--- src/rtl/multi_cycle_ctrl.sv ---
// Multi-cycle MIPS main control FSM: sequences IF/ID/EX/MEM/WB per instruction and
// stalls memory states on MIO_ready with an optional bounded wait that raises bus_err.
module multi_cycle_ctrl #(
  parameter int unsigned WAIT_LIMIT = 16,
  parameter int unsigned CNT_W      = 5
) (
  input  logic       clk,
  input  logic       reset,
  input  logic [5:0] opcode,
  input  logic       MIO_ready,
  output logic       PCWrite,
  output logic       PCWriteCond,
  output logic       IorD,
  output logic       MemRead,
  output logic       MemWrite,
  output logic       CPU_MIO,
  output logic       IRWrite,
  output logic       MemtoReg,
  output logic       RegDst,
  output logic       RegWrite,
  output logic       ALUSrcA,
  output logic [1:0] ALUSrcB,
  output logic [1:0] ALUop,
  output logic [1:0] PCSource,
  output logic       bus_err,
  output logic [3:0] state
);

  typedef enum logic [3:0] {
    S_IF  = 4'd0,  S_ID  = 4'd1,  S_MA  = 4'd2,  S_MRD = 4'd3,
    S_MWB = 4'd4,  S_MWR = 4'd5,  S_EXR = 4'd6,  S_RWB = 4'd7,
    S_BR  = 4'd8,  S_JMP = 4'd9,  S_IEX = 4'd10, S_IWB = 4'd11
  } state_e;

  localparam logic [5:0] OP_RTYPE = 6'b000000;
  localparam logic [5:0] OP_LW    = 6'b100011;
  localparam logic [5:0] OP_SW    = 6'b101011;
  localparam logic [5:0] OP_BEQ   = 6'b000100;
  localparam logic [5:0] OP_J     = 6'b000010;
  localparam logic [5:0] OP_ADDI  = 6'b001000;

  localparam bit               TIMEOUT_EN = (WAIT_LIMIT != 0);
  localparam logic [CNT_W-1:0] CNT_LAST   = CNT_W'(WAIT_LIMIT - 1);

  state_e           state_q, state_d;
  logic [CNT_W-1:0] wait_cnt_q, wait_cnt_d;
  logic             bus_err_q, bus_err_d;
  logic             mem_wait;
  logic             timeout;

  // A memory state is stalled whenever the bus has not completed this cycle.
  assign mem_wait = ((state_q == S_IF) || (state_q == S_MRD) || (state_q == S_MWR)) && !MIO_ready;
  assign timeout  = TIMEOUT_EN && mem_wait && (wait_cnt_q == CNT_LAST);

  always_ff @(posedge clk or posedge reset) begin
    if (reset) begin
      state_q    <= S_IF;
      wait_cnt_q <= '0;
      bus_err_q  <= 1'b0;
    end else begin
      state_q    <= state_d;
      wait_cnt_q <= wait_cnt_d;
      bus_err_q  <= bus_err_d;
    end
  end

  always_comb begin
    state_d    = state_q;
    wait_cnt_d = '0;
    bus_err_d  = 1'b0;
    if (timeout) begin
      // Abandon the access without any architectural write; a fetch retries the same PC.
      state_d   = S_IF;
      bus_err_d = 1'b1;
    end else begin
      if (mem_wait) wait_cnt_d = wait_cnt_q + CNT_W'(1);
      case (state_q)
        S_IF:  if (MIO_ready) state_d = S_ID;
        S_ID: begin
          case (opcode)
            OP_RTYPE:    state_d = S_EXR;
            OP_LW, OP_SW: state_d = S_MA;
            OP_BEQ:      state_d = S_BR;
            OP_J:        state_d = S_JMP;
            OP_ADDI:     state_d = S_IEX;
            default:     state_d = S_IF;
          endcase
        end
        S_MA: begin
          if (opcode == OP_LW)      state_d = S_MRD;
          else if (opcode == OP_SW) state_d = S_MWR;
          else                      state_d = S_IF;
        end
        S_MRD: if (MIO_ready) state_d = S_MWB;
        S_MWB: state_d = S_IF;
        S_MWR: if (MIO_ready) state_d = S_IF;
        S_EXR: state_d = S_RWB;
        S_RWB: state_d = S_IF;
        S_BR:  state_d = S_IF;
        S_JMP: state_d = S_IF;
        S_IEX: state_d = S_IWB;
        S_IWB: state_d = S_IF;
        default: state_d = S_IF;
      endcase
    end
  end

  always_comb begin
    PCWrite     = 1'b0;
    PCWriteCond = 1'b0;
    IorD        = 1'b0;
    MemRead     = 1'b0;
    MemWrite    = 1'b0;
    IRWrite     = 1'b0;
    MemtoReg    = 1'b0;
    RegDst      = 1'b0;
    RegWrite    = 1'b0;
    ALUSrcA     = 1'b0;
    ALUSrcB     = 2'b00;
    ALUop       = 2'b00;
    PCSource    = 2'b00;
    case (state_q)
      S_IF: begin
        MemRead = 1'b1;
        ALUSrcB = 2'b01;
        IRWrite = MIO_ready;
        PCWrite = MIO_ready;
      end
      S_ID:  ALUSrcB = 2'b11;
      S_MA: begin
        ALUSrcA = 1'b1;
        ALUSrcB = 2'b10;
      end
      S_MRD: begin
        MemRead = 1'b1;
        IorD    = 1'b1;
      end
      S_MWB: begin
        RegWrite = 1'b1;
        MemtoReg = 1'b1;
      end
      S_MWR: begin
        MemWrite = 1'b1;
        IorD     = 1'b1;
      end
      S_EXR: begin
        ALUSrcA = 1'b1;
        ALUop   = 2'b10;
      end
      S_RWB: begin
        RegWrite = 1'b1;
        RegDst   = 1'b1;
      end
      S_BR: begin
        ALUSrcA     = 1'b1;
        ALUop       = 2'b01;
        PCWriteCond = 1'b1;
        PCSource    = 2'b01;
      end
      S_JMP: begin
        PCWrite  = 1'b1;
        PCSource = 2'b10;
      end
      S_IEX: begin
        ALUSrcA = 1'b1;
        ALUSrcB = 2'b10;
      end
      S_IWB: RegWrite = 1'b1;
      default: ;
    endcase
    // No write or bus strobe may escape while reset is held.
    if (reset) begin
      PCWrite     = 1'b0;
      PCWriteCond = 1'b0;
      IRWrite     = 1'b0;
      RegWrite    = 1'b0;
      MemWrite    = 1'b0;
      MemRead     = 1'b0;
    end
    CPU_MIO = MemRead | MemWrite;
  end

  assign bus_err = bus_err_q;
  assign state   = state_q;

endmodule
--- config.mk ---
export PLATFORM = sky130hd
export DESIGN_NAME = multi_cycle_ctrl
export DESIGN_NICKNAME = d
export VERILOG_FILES = /design/src/rtl/multi_cycle_ctrl.sv
export SDC_FILE = /design/constraint.sdc
export NUM_CORES = 1
export LEC_CHECK = 0
export CORE_MARGIN = 3
export CORE_UTILIZATION = 42
export DETAILED_ROUTE_END_ITERATION = 12
export GPL_ROUTABILITY_DRIVEN = 0
export PLACE_DENSITY = 0.83
export SYNTH_ARGS = -nofsm -noshare
export SYNTH_HDL_FRONTEND = slang
export SYNTH_SLANG_ARGS = --single-unit
--- constraint.sdc ---
create_clock -name clk -period 2.05 [get_ports clk]
set_input_delay 0.3075 -clock clk [delete_from_list [all_inputs] [get_ports clk]]
set_output_delay 0.3075 -clock clk [all_outputs]
set_load 0.01 [all_outputs]
==> metrics.md, run 1 <==
| Metric | Value |
|---|---|
| Status | finished clean |
| Buffers added on ports | 30 |
| CP arrival | 1630 ps |
| Post-synthesis async set-or-reset flop share | 100% |
| Number of nets in the layout | 162 |
| Count of state elements after synthesis | 10 |
| First-pass GRT wire length | 4.05 mm |
| Die area | 2440 um^2 |
| Final hold violations | 0 |
| Number of buffers inserted by hold repair at cts | 0 |
| Synthesized instance count | 101 |
| Clock transition at the register clock pins on the worst setup and hold paths after CTS | 60 ps |
| Number of buffers created by CTS | 3 |
| Rel. slew slack | 74.3% |
| Die height | 49.4 um |
| Clk network pwr share | 22.3% |
| Core box area | 1750 um^2 |
| Depth of the CTS H-tree | 1 |
| Total power per unit cell area | 414 nW/um^2 |
| Top cell type by total area after synthesis | dfrtp_1 |
| Number of synthesized flops with an enable pin | 0 |
| Total detailed-routing wirelength | 2.39 mm |
| Share of the clock period used by the worst path | 94.6% |
| Insertion delay of the later-clocked pin in the worst-skew pair | 250 ps |
| Leakage dissipation | 0.711 nW |
| Share of layout cells above drive strength 1 | 22.8% |
| Max Fclk | 516 MHz |
| Ranking of synthesized cells by area | dfrtp_1, nor2_1, nand2b_1, a21oi_1, nor3_1 |
| Wirelength per Cell | 13.7 um |
| VDD IR-drop max | 0.000407 V |
| Clock root buffer | clkbuf_4 |
| Length of the first detailed-routing pass in iterations | 4 |
| Max Transition Viols Final | 0 |
| Final setup fails | 0 |
| Via/cell ratio | 5.48 |
| Utilization after layout | 75.5% |
| Starting utilization of the core area | 45.4% |
| Required time of the critical path | 1740 ps |
| Post-synthesis instance area | 792 um^2 |
| Switching share of total power | 29.6% |
| TritonCTS clock tree | built |
| Synthesized area per cell | 7.84 um^2 |
| Most common cell in the netlist | nor2_1 |
| Worst hold slack | 423 ps |
| Kind of end point of the critical path | output pin |
| Max-capacitance violation count | 0 |
| Largest stage delay on the critical path | 540 ps |
| Worst-path fanout max | 7 |
| P_sw | 161 uW |
| Category of the worst setup path launch point | register |
| Class of the worst hold path | input port to async pin |
| Worst clock skew on the final layout | 3.30 ps |
| Via count of the first global-routing pass | 866 |
| Min Tclk post-route | 1940 ps |
| Antenna Violating Nets Remaining | 0 |
| GRT Residual Overflow | 0 |
| Transition time of the tightest slew-check pin | 375 ps |
| Most frequent cell on the critical path | buf_4 |
| Pin count of the biggest net entering global routing | 12 |
| Sink Count | 10 |
| Via count of the routed design | 953 |
| Area share of the largest cell type after synthesis | 31.6% |
| Most instantiated cells after synthesis | nor2_1, dfrtp_1, a21oi_1, nand2b_1, nor3_1 |
| Tot GR Track Use | 20.8% |
| Count of different cell masters after synthesis | 37 |
| Internal power | 384 uW |
| Number of buffers between clock root and the deepest sink | 2 |
| Area added between synthesis and finish | 66.4% |
| # diodes | 0 |
| Final HPWL DP | 1.85 mm |
| DIE WIDTH | 49.4 um |
| Relative contribution of combinational cells to total power | 38.0% |
| Series of cell instances along the critical path | buf_4 > buf_4 > nor2_1 > clkdlybuf4s50_1 |
| First DRT Iteration DRCs | 25 |
| Nets in the synthesized netlist | 112 |
| Slowest CP cell | clkdlybuf4s50_1 |
| Sequential share of power | 39.7% |
| Count of unresolved DRC violations after routing | 0 |
| Boundary pin count | 31 |
| RSZ-0062 raised after global routing | no |
| Portion of the post-synthesis area used by sequential elements | 31.6% |
| Row count | 15 |
| Number of antenna violations at the first check in global routing | 0 |
| Classification of the worst setup path | register to output pin |
| Yosys warning count | 0 |
| Most frequently used flop master after synthesis | dfrtp_1 |
-- critical path: cells and delay by family (launching register included) --
kind,cells,cell delay (ps)
buffers and inverters,3,850
and+or+nand+nor,1,100
DFF,1,430
-- path summary, 6_finish.rpt --
path	slack, ps	startpoint	cells after the start	end
worst max register to register	140	wait_cnt_q[0]$_DFF_PP0_	6	state[0]$_DFFE_PP0P_
worst max-delay path	110	state[0]$_DFFE_PP0P_	4	ALUop[0]
min in group clk	460	wait_cnt_q[0]$_DFF_PP0_	1	wait_cnt_q[0]$_DFF_PP0_
worst min-delay path	420	reset	3	wait_cnt_q[3]$_DFF_PP0_
max in group asynchronous	1470	reset	3	state[0]$_DFFE_PP0P_
worst min register to register	460	wait_cnt_q[0]$_DFF_PP0_	1	wait_cnt_q[0]$_DFF_PP0_
-- power by group through the flow --
stage          combinational [mW]  clock (mW)  sequential, mW
6_report                    0.207       0.122           0.217
5_1_grt                     0.225       0.144           0.218
4_1_cts                     0.204       0.129           0.215
3_5_place_dp                0.199           0           0.222
3_3_place_gp                0.195           0           0.221
2_1_floorplan              0.0898           0           0.217
-- cell usage in the layout, fill, tap and decap left out, types with 2 or more instances in the layout --
cell,count
and3_1,2
inv_1,5
dlymetal6s2s_1,8
ha_1,2
nor3_1,5
nand2b_1,6
nand2_1,3
nor4_1,2
dfrtp_2,4
dfrtp_1,6
xnor2_1,2
dlygate4sd2_1,7
clkbuf_4,3
nor2_1,16
clkdlybuf4s50_1,15
a211oi_1,2
a21oi_1,7
or3_1,3
xor2_1,3
nand3_1,4
buf_4,19
a31oi_1,2
-- cells by family (layout without fill, tap and decap cells) --
family | Yosys count | in the layout | synth area share (%)
multiplexers | 1 | 1 | 1.26
flip-flops | 10 | 10 | 31.6
AND/OR/NAND/NOR | 53 | 53 | 36.5
adder cells (fa/ha/maj) | 2 | 2 | 3.16
AO/OA/AOI/OAI | 20 | 20 | 16.9
XOR/XNOR | 5 | 5 | 5.53
buffers and inverters | 10 | 58 | 5.06
-- per-stage QoR --
| step | instances | setup slack, ps | total power [mW] | area (um^2) | TNS [ps] |
|---|---|---|---|---|---|
| 3_5_place_dp | 168 | 58.9 | 0.421 | 1230 | 0 |
| 5_1_grt | 174 | 17.1 | 0.588 | 1320 | 0 |
| 4_1_cts | 173 | -87.6 | 0.548 | 1270 | -87.6 |
| 2_1_floorplan | 101 | 345 | 0.307 | 792 | 0 |
| 3_3_place_gp | 168 | 71.6 | 0.416 | 1230 | 0 |
| 6_report | 174 | 111 | 0.545 | 1320 | 0 |
-- area by class of cell --
type,instances,area [um^2]
multi-input combinational,81,524
timing repair buffer,50,465
fill,142,428
sequential,10,255
tap,25,31.3
clock buffer,3,22.5
inverter,5,18.8
-- per-layer routing --
layer  wire [um]  global-route usage [%]
met2        1180                    33.5
met5           0                       0
met1        1060                    27.5
met3         149                    6.42
met4           8                    3.69
-- registers in the layout, summed over array words and instances (netlist names) --
register / count
bus_err: 1
state: 4
wait_cnt_q: 5
-- repair_timing --
item | 4_1_cts | 5_1_grt
gates resized for setup | 11 | 14
buffers inserted | 2 | 1
setup endpoints to repair | 11 | 10
No activity file was read; power rests on OpenSTA's default activity.
==> run 2, diff against run 1 <==
==> constraint.sdc (replaced) <==
create_clock -name clk -period 2.1 [get_ports clk]
set_input_delay 0.315 -clock clk [delete_from_list [all_inputs] [get_ports clk]]
set_output_delay 0.315 -clock clk [all_outputs]
set_load 0.01 [all_outputs]
==> run 2 against run 1 <==
Clock power is 41% higher. Critical endpoint is now RegWrite. Cell count up 1.1%. Cell area shrank 0.47%. Clock skew down 0.61 ps. Die area did not move. Global-route usage up 2.7 points.
==> metrics.md, run 2 (synthesized netlist as in run 1, its figures left out) <==
| Metric | Value |
|---|---|
| DIE WIDTH | 49.4 um |
| First-pass GRT wire length | 4.50 mm |
| Die area | 2440 um^2 |
| Class of the worst hold path | input port to async pin |
| Min setup slack post-route | 90.2 ps |
| GRT Residual Overflow | 0 |
| Via/cell ratio | 5.56 |
| Boundary pin count | 31 |
| Slowest CP cell | dfrtp_1 |
| Worst-path fanout max | 10 |
| Row count | 15 |
| Length of the first detailed-routing pass in iterations | 4 |
| Via count of the routed design | 978 |
| Kind of end point of the critical path | output pin |
| Area added between synthesis and finish | 65.6% |
| Total power per unit cell area | 449 nW/um^2 |
| Classification of the worst setup path | register to output pin |
| Wirelength per Cell | 15.1 um |
| VDD IR-drop max | 0.000315 V |
| Max reg flops | 5 |
| Transition time of the tightest slew-check pin | 352 ps |
| Post-Place Cell Area | 1200 um^2 |
| Status | finished clean |
| Sink Count | 10 |
| Most common cell after layout, fill and taps aside | buf_4 |
| Worst hold slack | 419 ps |
| Category of the worst setup path launch point | register |
| Final HPWL DP | 1.97 mm |
| Number of buffers between clock root and the deepest sink | 2 |
| Largest stage delay on the critical path | 420 ps |
| Die height | 49.4 um |
| Buffers added on ports | 30 |
| Share of layout cells above drive strength 1 | 22.5% |
| Total detailed-routing wirelength | 2.66 mm |
| Via count of the first global-routing pass | 985 |
| Aggregate negative setup slack | 0 ps |
| CP arrival | 1690 ps |
| Max Transition Viols Final | 0 |
| # diodes | 0 |
| Biggest register | wait_cnt_q |
| Commonest non-fill, non-tap cells in the layout | buf_4, nor2_1, clkdlybuf4s50_1 |
| Leakage dissipation | 0.696 nW |
| Depth of the CTS H-tree | 1 |
| Final instance area | 1310 um^2 |
| Number of cells in the finished layout apart from fillers | 176 |
| Max Fclk | 498 MHz |
| Min Tclk post-route | 2010 ps |
| Crit path buffers/inverters | 3 |
| Max-capacitance violation count | 0 |
| Clock transition at the register clock pins on the worst setup and hold paths after CTS | 70 ps |
| Worst clock skew on the final layout | 2.69 ps |
| Most frequent cell on the critical path | buf_4 |
| Clock root buffer | clkbuf_4 |
| Pin count of the biggest net entering global routing | 12 |
| Series of cell instances along the critical path | buf_4 > buf_4 > xor2_1 > a31oi_1 > nor2_1 > dlygate4sd2_1 |
| Antenna Violating Nets Remaining | 0 |
| Share of the clock period used by the worst path | 95.7% |
| Number of antenna violations at the first check in global routing | 0 |
| Rel. slew slack | 75.9% |
| Placement Setup Slack | 99.8 ps |
| Final hold violations | 0 |
| Number of nets in the layout | 163 |
| RSZ-0062 raised after global routing | no |
| Required time of the critical path | 1780 ps |
| Count of unresolved DRC violations after routing | 0 |
| Final setup fails | 0 |
| First DRT Iteration DRCs | 24 |
| TritonCTS clock tree | built |
| Number of buffers created by CTS | 3 |
| Starting utilization of the core area | 45.4% |
| Post-Place Cells | 164 |
| Core box area | 1750 um^2 |
| Insertion delay of the later-clocked pin in the worst-skew pair | 270 ps |
| Tot GR Track Use | 23.4% |
| Family with the most delay on the worst path | buffers and inverters |
[run 2: final timing paths]
path	cells past startpoint	startpoint	to	slack, ps
max	6	state[2]$_DFFE_PP0P_	RegWrite	90
max in group asynchronous	3	reset	state[0]$_DFFE_PP0P_	1520
min reg2reg	1	wait_cnt_q[0]$_DFF_PP0_	wait_cnt_q[0]$_DFF_PP0_	480
max reg2reg	6	wait_cnt_q[0]$_DFF_PP0_	state[0]$_DFFE_PP0P_	200
min in group clk	1	wait_cnt_q[0]$_DFF_PP0_	wait_cnt_q[0]$_DFF_PP0_	480
min	3	reset	wait_cnt_q[1]$_DFF_PP0_	420
[run 2: metal layers]
layer	GRT usage, %	wire length (um)	up-vias
met1	25.6	1070	455
li1	-	-	462
met4	7.83	59	0
met3	5.81	172	8
met2	43.5	1360	53
met5	0	0	-
[run 2: power breakdown]
part           internal (mW)  total, mW  switching, mW  leakage, nW
Sequential             0.202      0.212         0.0102        0.134
Clock                  0.105      0.172         0.0668       0.0210
Combinational          0.105      0.205         0.0991        0.541
Total                  0.413      0.589          0.176        0.696
[run 2: layout make-up]
type | instances | area (um^2)
clock buffer | 4 | 36.3
fill | 136 | 434
inverter | 5 | 18.8
multi-input combinational | 81 | 514
sequential | 10 | 253
tap | 25 | 31.3
timing repair buffer | 51 | 458
[run 2: repair_timing]
action,CTS,global route
resized for setup,14,7
hold buffers,0,0
cloned,0,0
setup buffers,7,1
setup endpoints to repair,17,7
[run 2: per-stage QoR]
step,total power [mW],util (%)
finish,0.589,75.1
global placement,0.389,68.7
floorplan,0.300,-
detailed placement,0.395,68.7
global route,0.619,75.1
CTS,0.586,73.5
[run 2: worst min-delay path, stage by stage]
cell	delay (ps)
clkdlybuf4s50_1	420
inv_1	100
buf_4	200
==> run 3, diff against run 2 <==
--- a/config.mk
+++ b/config.mk
@@ -9,6 +9,7 @@
 export CORE_UTILIZATION = 42
 export DETAILED_ROUTE_END_ITERATION = 12
 export GPL_ROUTABILITY_DRIVEN = 0
+export HOLD_SLACK_MARGIN = 0.1
 export PLACE_DENSITY = 0.83
 export SYNTH_ARGS = -nofsm -noshare
 export SYNTH_HDL_FRONTEND = slang
==> results of run 3 <==
Final layout, timing and power as in run 2 (identical DEF).
==> variant 1 (flow settings as in run 3) <==
`CNT_W`: 5 -> 7.
--- a/src/rtl/multi_cycle_ctrl.sv
+++ b/src/rtl/multi_cycle_ctrl.sv
@@ -2,7 +2,7 @@
 // stalls memory states on MIO_ready with an optional bounded wait that raises bus_err.
 module multi_cycle_ctrl #(
   parameter int unsigned WAIT_LIMIT = 16,
-  parameter int unsigned CNT_W      = 5
+  parameter int unsigned CNT_W      = 7
 ) (
   input  logic       clk,
   input  logic       reset,
Check against the original RTL: no difference found for any inputs over 10 cycles, from zero or initial values and one cycle with reset high; that may be too few to reach the edited logic, so the function may still have changed.
==> variant 1 against run 3 <==
- final area rose by 9.6%
- worst setup slack got worse by 52 ps
- clock skew increased by 7.9 ps
- cell count grew 2.8%
- first-iteration DRC count shrank 38%
- count of clock-buffer cells in the layout unchanged
- sequential cell count increased by 2
- wire length up 2.0%
- maximum frequency down 2.5%
- die area up 14%
- area after synthesis rose by 16%
- critical path type is now input port to primary output
- highest routed layer unchanged
Power is not compared: it rests on default switching activity, and its combinational part moved more than twofold at a synthesized area within 25%.
==> variant 1: results (changes against run 3) <==
* Worst slew margin relative to its limit: 0.689 (was 0.759)
- Max reg flops: 7 (was 5)
- Top cell types by occurrence after synthesis: sky130_fd_sc_hd__nor2_1, sky130_fd_sc_hd__dfrtp_1, sky130_fd_sc_hd__nor3_1 (was sky130_fd_sc_hd__nor2_1, sky130_fd_sc_hd__dfrtp_1, sky130_fd_sc_hd__a21oi_1, sky130_fd_sc_hd__nand2b_1, sky130_fd_sc_hd__nor3_1)
- Vias: 1,048 (was 978)
- Hold slack: 475 ps (was 419 ps)
- Critical hold path startpoint: wait_cnt_q[0]
- Commonest register cell after synthesis: sky130_fd_sc_hd__dfrtp_1 (unchanged)
* Worst VDD drop: 0.000459 V
* Crit Reg-Reg Startpoint: wait_cnt_q[0] (unchanged)
- Static leakage power: 0.000688 µW
- Slowest cell on the critical path: sky130_fd_sc_hd__clkdlybuf4s50_1 (was sky130_fd_sc_hd__dfrtp_1)
- The register-to-register setup slack is 340 ps (was 200 ps).
* Maximum number of pins on one net before global-route repair: 21 (was 12)
* Sequential element share of the synthesized area: 0.327 (was 0.316)
* Largest register by flop count: wait_cnt_q (unchanged)
* CP peak stage delay: 500 ps (was 420 ps)
* Number of iterations in the first detailed-routing pass: 4 (unchanged)
- The half-perimeter wire length after detailed placement came to 1830 µm (was 1970 µm).
- Aggregate routed wire length: 2710 µm (was 2660 µm)
- Result of the run: finished clean (unchanged)
- NumNets Final: 165 (was 163)
- Clock insertion delay at the later pin of the skew report: 270 ps (about the same)
- The length in cells of the worst reg-to-reg path is 5 (was 6).
- Count of synthesis-stage warnings from yosys: 0 (unchanged)
- Number of nets produced by synthesis: 122 (was 112)
- Clock tree buffer depth: 2 (unchanged)
* Proportion of layout cells with a drive suffix above 1: 0.221 (was 0.225)
- The remaining antenna violation count came to 0 (unchanged).
- The async set-reset flop share out of synthesis is 1.00 (unchanged).
- Final clock skew: 10.6 ps (was 2.69 ps)
- The buffer cell driving the clock tree root is sky130_fd_sc_hd__clkbuf_4 (unchanged).
* Worst setup path startpoint: MIO_ready (was state[2])
- Dominant cells by area after synthesis: sky130_fd_sc_hd__dfrtp_1, sky130_fd_sc_hd__nor4b_1, sky130_fd_sc_hd__nor2_1 (was sky130_fd_sc_hd__dfrtp_1, sky130_fd_sc_hd__nor2_1, sky130_fd_sc_hd__nand2b_1).
* CTS clk-pin slew, worst paths: 80 ps
- Crit path max-delay family: buffers and inverters (unchanged)
* Hold Path Class: register to register (was input port to async pin)
* Number of levels the H-tree was split into: 1 (unchanged)
- First-pass GRT wire length: 4530 µm (was 4500 µm)
- GRT Total Usage: 0.214 (was 0.234)
- The area after detailed placement came to 0.00129 mm² (was 0.00120 mm²).
- Number of unique standard cell types used by synthesis: 38 (was 37)
* Net switching share of the total power: 0.367
* Number of antenna violations at the first check in global routing: 0 (unchanged)
- The count of fill cells added during filler insertion is 142 (was 136).
* Buffers added on ports: 30 (unchanged)
* Number of diodes: 0 (unchanged)
- Instance count along the most critical hold path: 1
- Vias in the first global route: 989 (was 985)
- Drt initial violations: 15 (was 24)
- Cts bufs inserted: 3 (unchanged)
* Worst Path Max Fanout: 2 (was 10)
[variant 1: per-stage QoR]
step	util	setup WS [ps]	instances	setup TNS, ps
floorplan	-	175	112	0
global placement	0.639	-335	171	-512
detailed placement	0.639	-422	171	-622
CTS	0.706	-88.6	181	-88.6
global route	0.711	-57.9	181	-57.9
finish	0.711	38.3	181	0
[variant 1: layout make-up]
cell class / count / area share
inverter: 3 / 0.00783
clock buffer: 4 / 0.0252
sequential: 12 / 0.211
timing repair buffer: 46 / 0.302
tap: 27 / 0.0235
multi-input combinational: 89 / 0.431
[variant 1: logic make-up (layout without fill, tap and decap cells)]
logic type                 after synthesis  in the layout  share of synthesized area
and+or+nand+nor                         57             57                      0.362
AOI/OAI and AO/OA                       24             24                      0.180
DFF                                     12             12                      0.327
buffers and inverters                   11             53                     0.0504
xor gates and xnor gates                 7              7                     0.0668
adders and majority gates                1              1                     0.0136
[variant 1: worst paths after layout]
path                                 end
hold reg to reg            wait_cnt_q[0]
hold / removal             wait_cnt_q[0]
min in group asynchronous       state[0]
max in group asynchronous       state[1]
setup / recovery                 PCWrite
setup reg to reg                state[0]
[variant 1: metal layers]
layer,up-vias,track usage,part of all wire
met5,-,0,0
met4,0,0.0128,0.0029
met3,2,0.0399,0.063
met2,50,0.386,0.52
met1,499,0.274,0.42
li1,497,-,-
[variant 1: repair_timing]
| item | in CTS | in global routing |
|---|---|---|
| buffers inserted | 6 | 0 |
| setup endpoints to repair | 14 | 7 |
| resized for setup | 23 | 10 |
| pin swaps | 0 | 0 |
[variant 1: power groups by stage]
stage / combinational [µW] / clock [µW] / sequential (µW)
finish: 488 / 180 / 278
global route: 537 / 197 / 279
CTS: 479 / 182 / 276
detailed placement: 449 / 0 / 280
global placement: 440 / 0 / 280
floorplan: 259 / 0 / 283
==> variant 2 (config.mk and constraints of run 3) <==
Without the edit above. Register the output `bus_err` once more; this adds one clock of latency there. The other outputs are not delayed to match.
--- a/src/rtl/multi_cycle_ctrl.sv
+++ b/src/rtl/multi_cycle_ctrl.sv
@@ -180,7 +180,9 @@
     CPU_MIO = MemRead | MemWrite;
   end
 
-  assign bus_err = bus_err_q;
+  always_ff @(posedge clk) begin
+    bus_err <= bus_err_q;
+  end
   assign state   = state_q;
 
 endmodule
Behaviour: no difference found for any inputs over 10 cycles, from zero or initial values and one cycle with reset high; that may be too few to reach the edited logic, so the function may still have changed.
==> variant 2 against run 3 <==
- synthesized cell count is 8.9% higher
- wire length is 5.8% lower
- non-clock buffer count stayed put
- hold slack worse by 72 ps
- sequential cell count is 1 higher
- worst setup slack worse by 6.3 ps
- global-route usage is 2.5 points lower
- area after synthesis is 6.3% higher
- sequential share of layout area is 1.4 points higher
- register-to-register slack better by 240 ps
- final area is 0.38% higher
Power is not compared: it rests on default switching activity, and its combinational part moved more than twofold at a synthesized area within 25%.
==> variant 2: results (changes against run 3) <==
- Largest register by flop count: wait_cnt_q (unchanged)
- Crit Reg-Reg Startpoint: wait_cnt_q[0] (unchanged)
- The worst hold path class was register to register (was input port to async pin).
- The via density per instance was 5.40 (was 5.56).
- Proportion of layout cells with a drive suffix above 1: 0.212 (was 0.225)
* Proportion of register bits with asynchronous set or reset after synthesis: 0.909 (was 1.00)
- The post-route clock skew came to 3.33 ps (was 2.69 ps).
- Number of diodes: 0 (unchanged)
- Commonest register cell after synthesis: sky130_fd_sc_hd__dfrtp_1 (unchanged)
- The count of fill cells added during filler insertion is 149 (was 136).
- Worst Path Max Fanout: 4 (was 10)
- The pin count of the biggest net entering global routing came to 14 (was 12).
* Worst setup path startpoint: state[0] (was state[2])
- Dominant cells by area after synthesis: sky130_fd_sc_hd__dfrtp_1, sky130_fd_sc_hd__nor2_1, sky130_fd_sc_hd__nor3_1 (was sky130_fd_sc_hd__dfrtp_1, sky130_fd_sc_hd__nor2_1, sky130_fd_sc_hd__nand2b_1)
- The level count of the clock H-tree was 1 (unchanged).
* Clock insertion delay at the later pin of the skew report: 290 ps (was 270 ps)
* Static leakage power: 0.000698 µW
* Max reg flops: 5 (unchanged)
* Vias in the first global route: 950 (was 985)
- Placed inst area: 0.00123 mm² (was 0.00120 mm²)
* Top cell types by occurrence after synthesis: sky130_fd_sc_hd__nor2_1, sky130_fd_sc_hd__nand2_1, sky130_fd_sc_hd__dfrtp_1, sky130_fd_sc_hd__nor3_1 (was sky130_fd_sc_hd__nor2_1, sky130_fd_sc_hd__dfrtp_1, sky130_fd_sc_hd__a21oi_1, sky130_fd_sc_hd__nand2b_1, sky130_fd_sc_hd__nor3_1)
- The net count reported at finish was 168 (was 163).
- The worst setup timing slack at the placement stage was -123 ps (was 99.8 ps).
- Result of the run: finished clean (unchanged).
- Detailed Place HPWL: 1820 µm (was 1970 µm)
* First-pass GRT wire length: 4100 µm (was 4500 µm)
* Count of synthesis-stage warnings from yosys: 0 (unchanged)
- The final wirelength is 2510 µm (was 2660 µm).
- Worst VDD drop: 0.000479 V
* Number of nets produced by synthesis: 121 (was 112)
- The portion of the post-synthesis area used by sequential elements was 0.321 (was 0.316).
- The measured slew at the worst slew-check pin was 325 ps (was 352 ps).
- The total routing resource utilization after global routing is 0.210 (was 0.234).
* Drt initial violations: 33 (was 24)
## variant 2: cells by family (layout without fill, tap and decap cells)
kind of cell / after synthesis / after routing / synth area share
AOI/OAI and AO/OA: 16 / 16 / 0.132
xor gates and xnor gates: 5 / 5 / 0.0520
adders and majority gates: 2 / 2 / 0.0297
buffers and inverters: 13 / 59 / 0.0817
DFF: 11 / 11 / 0.321
and+or+nand+nor: 63 / 63 / 0.383
## variant 2: metal layers
metal	global-route usage	wire, µm
met2	0.374	1210
met4	0.0628	34
met1	0.245	1100
met5	0	0
met3	0.0534	154
## variant 2: cell type report
type | instances | area share
timing repair buffer | 51 | 0.346
sequential | 11 | 0.206
multi-input combinational | 86 | 0.393
tap | 25 | 0.0238
inverter | 4 | 0.0114
clock buffer | 4 | 0.0200
## variant 2: worst paths after layout
path / endpoint / slack (ps) / cells past startpoint
max: CPU_MIO / 80 / 5
min: bus_err / 350 / 0
max reg2reg: state[0] / 440 / 7
min reg2reg: bus_err / 350 / 0
max in group asynchronous: state[0] / 1460 / 3
min in group asynchronous: state[2] / 490 / 3
## variant 2: power breakdown
group	internal (µW)	switching, µW
clock network	74.1	82.8
logic	287	276
registers	238	28.8
total	599	388
## variant 2: critical path: stages (launching register included)
cell and delay (ps):
sky130_fd_sc_hd__dfrtp_2 440, sky130_fd_sc_hd__buf_4 150, sky130_fd_sc_hd__or3_1 390, sky130_fd_sc_hd__o21a_1 170, sky130_fd_sc_hd__nor3_2 110, sky130_fd_sc_hd__buf_2 150
## variant 2: through the flow
step	power, µW	cells	utilization
2_1_floorplan	553	110	-
3_3_place_gp	758	171	0.684
3_5_place_dp	774	171	0.684
4_1_cts	948	179	0.713
5_1_grt	1050	181	0.731
6_report	987	181	0.731
## variant 2: repair_timing
action / 4_1_cts / 5_1_grt
resized for setup: 14 / 11
endpoints found under the setup margin: 10 / 8
gates cloned: 0 / 0
setup buffers: 4 / 2
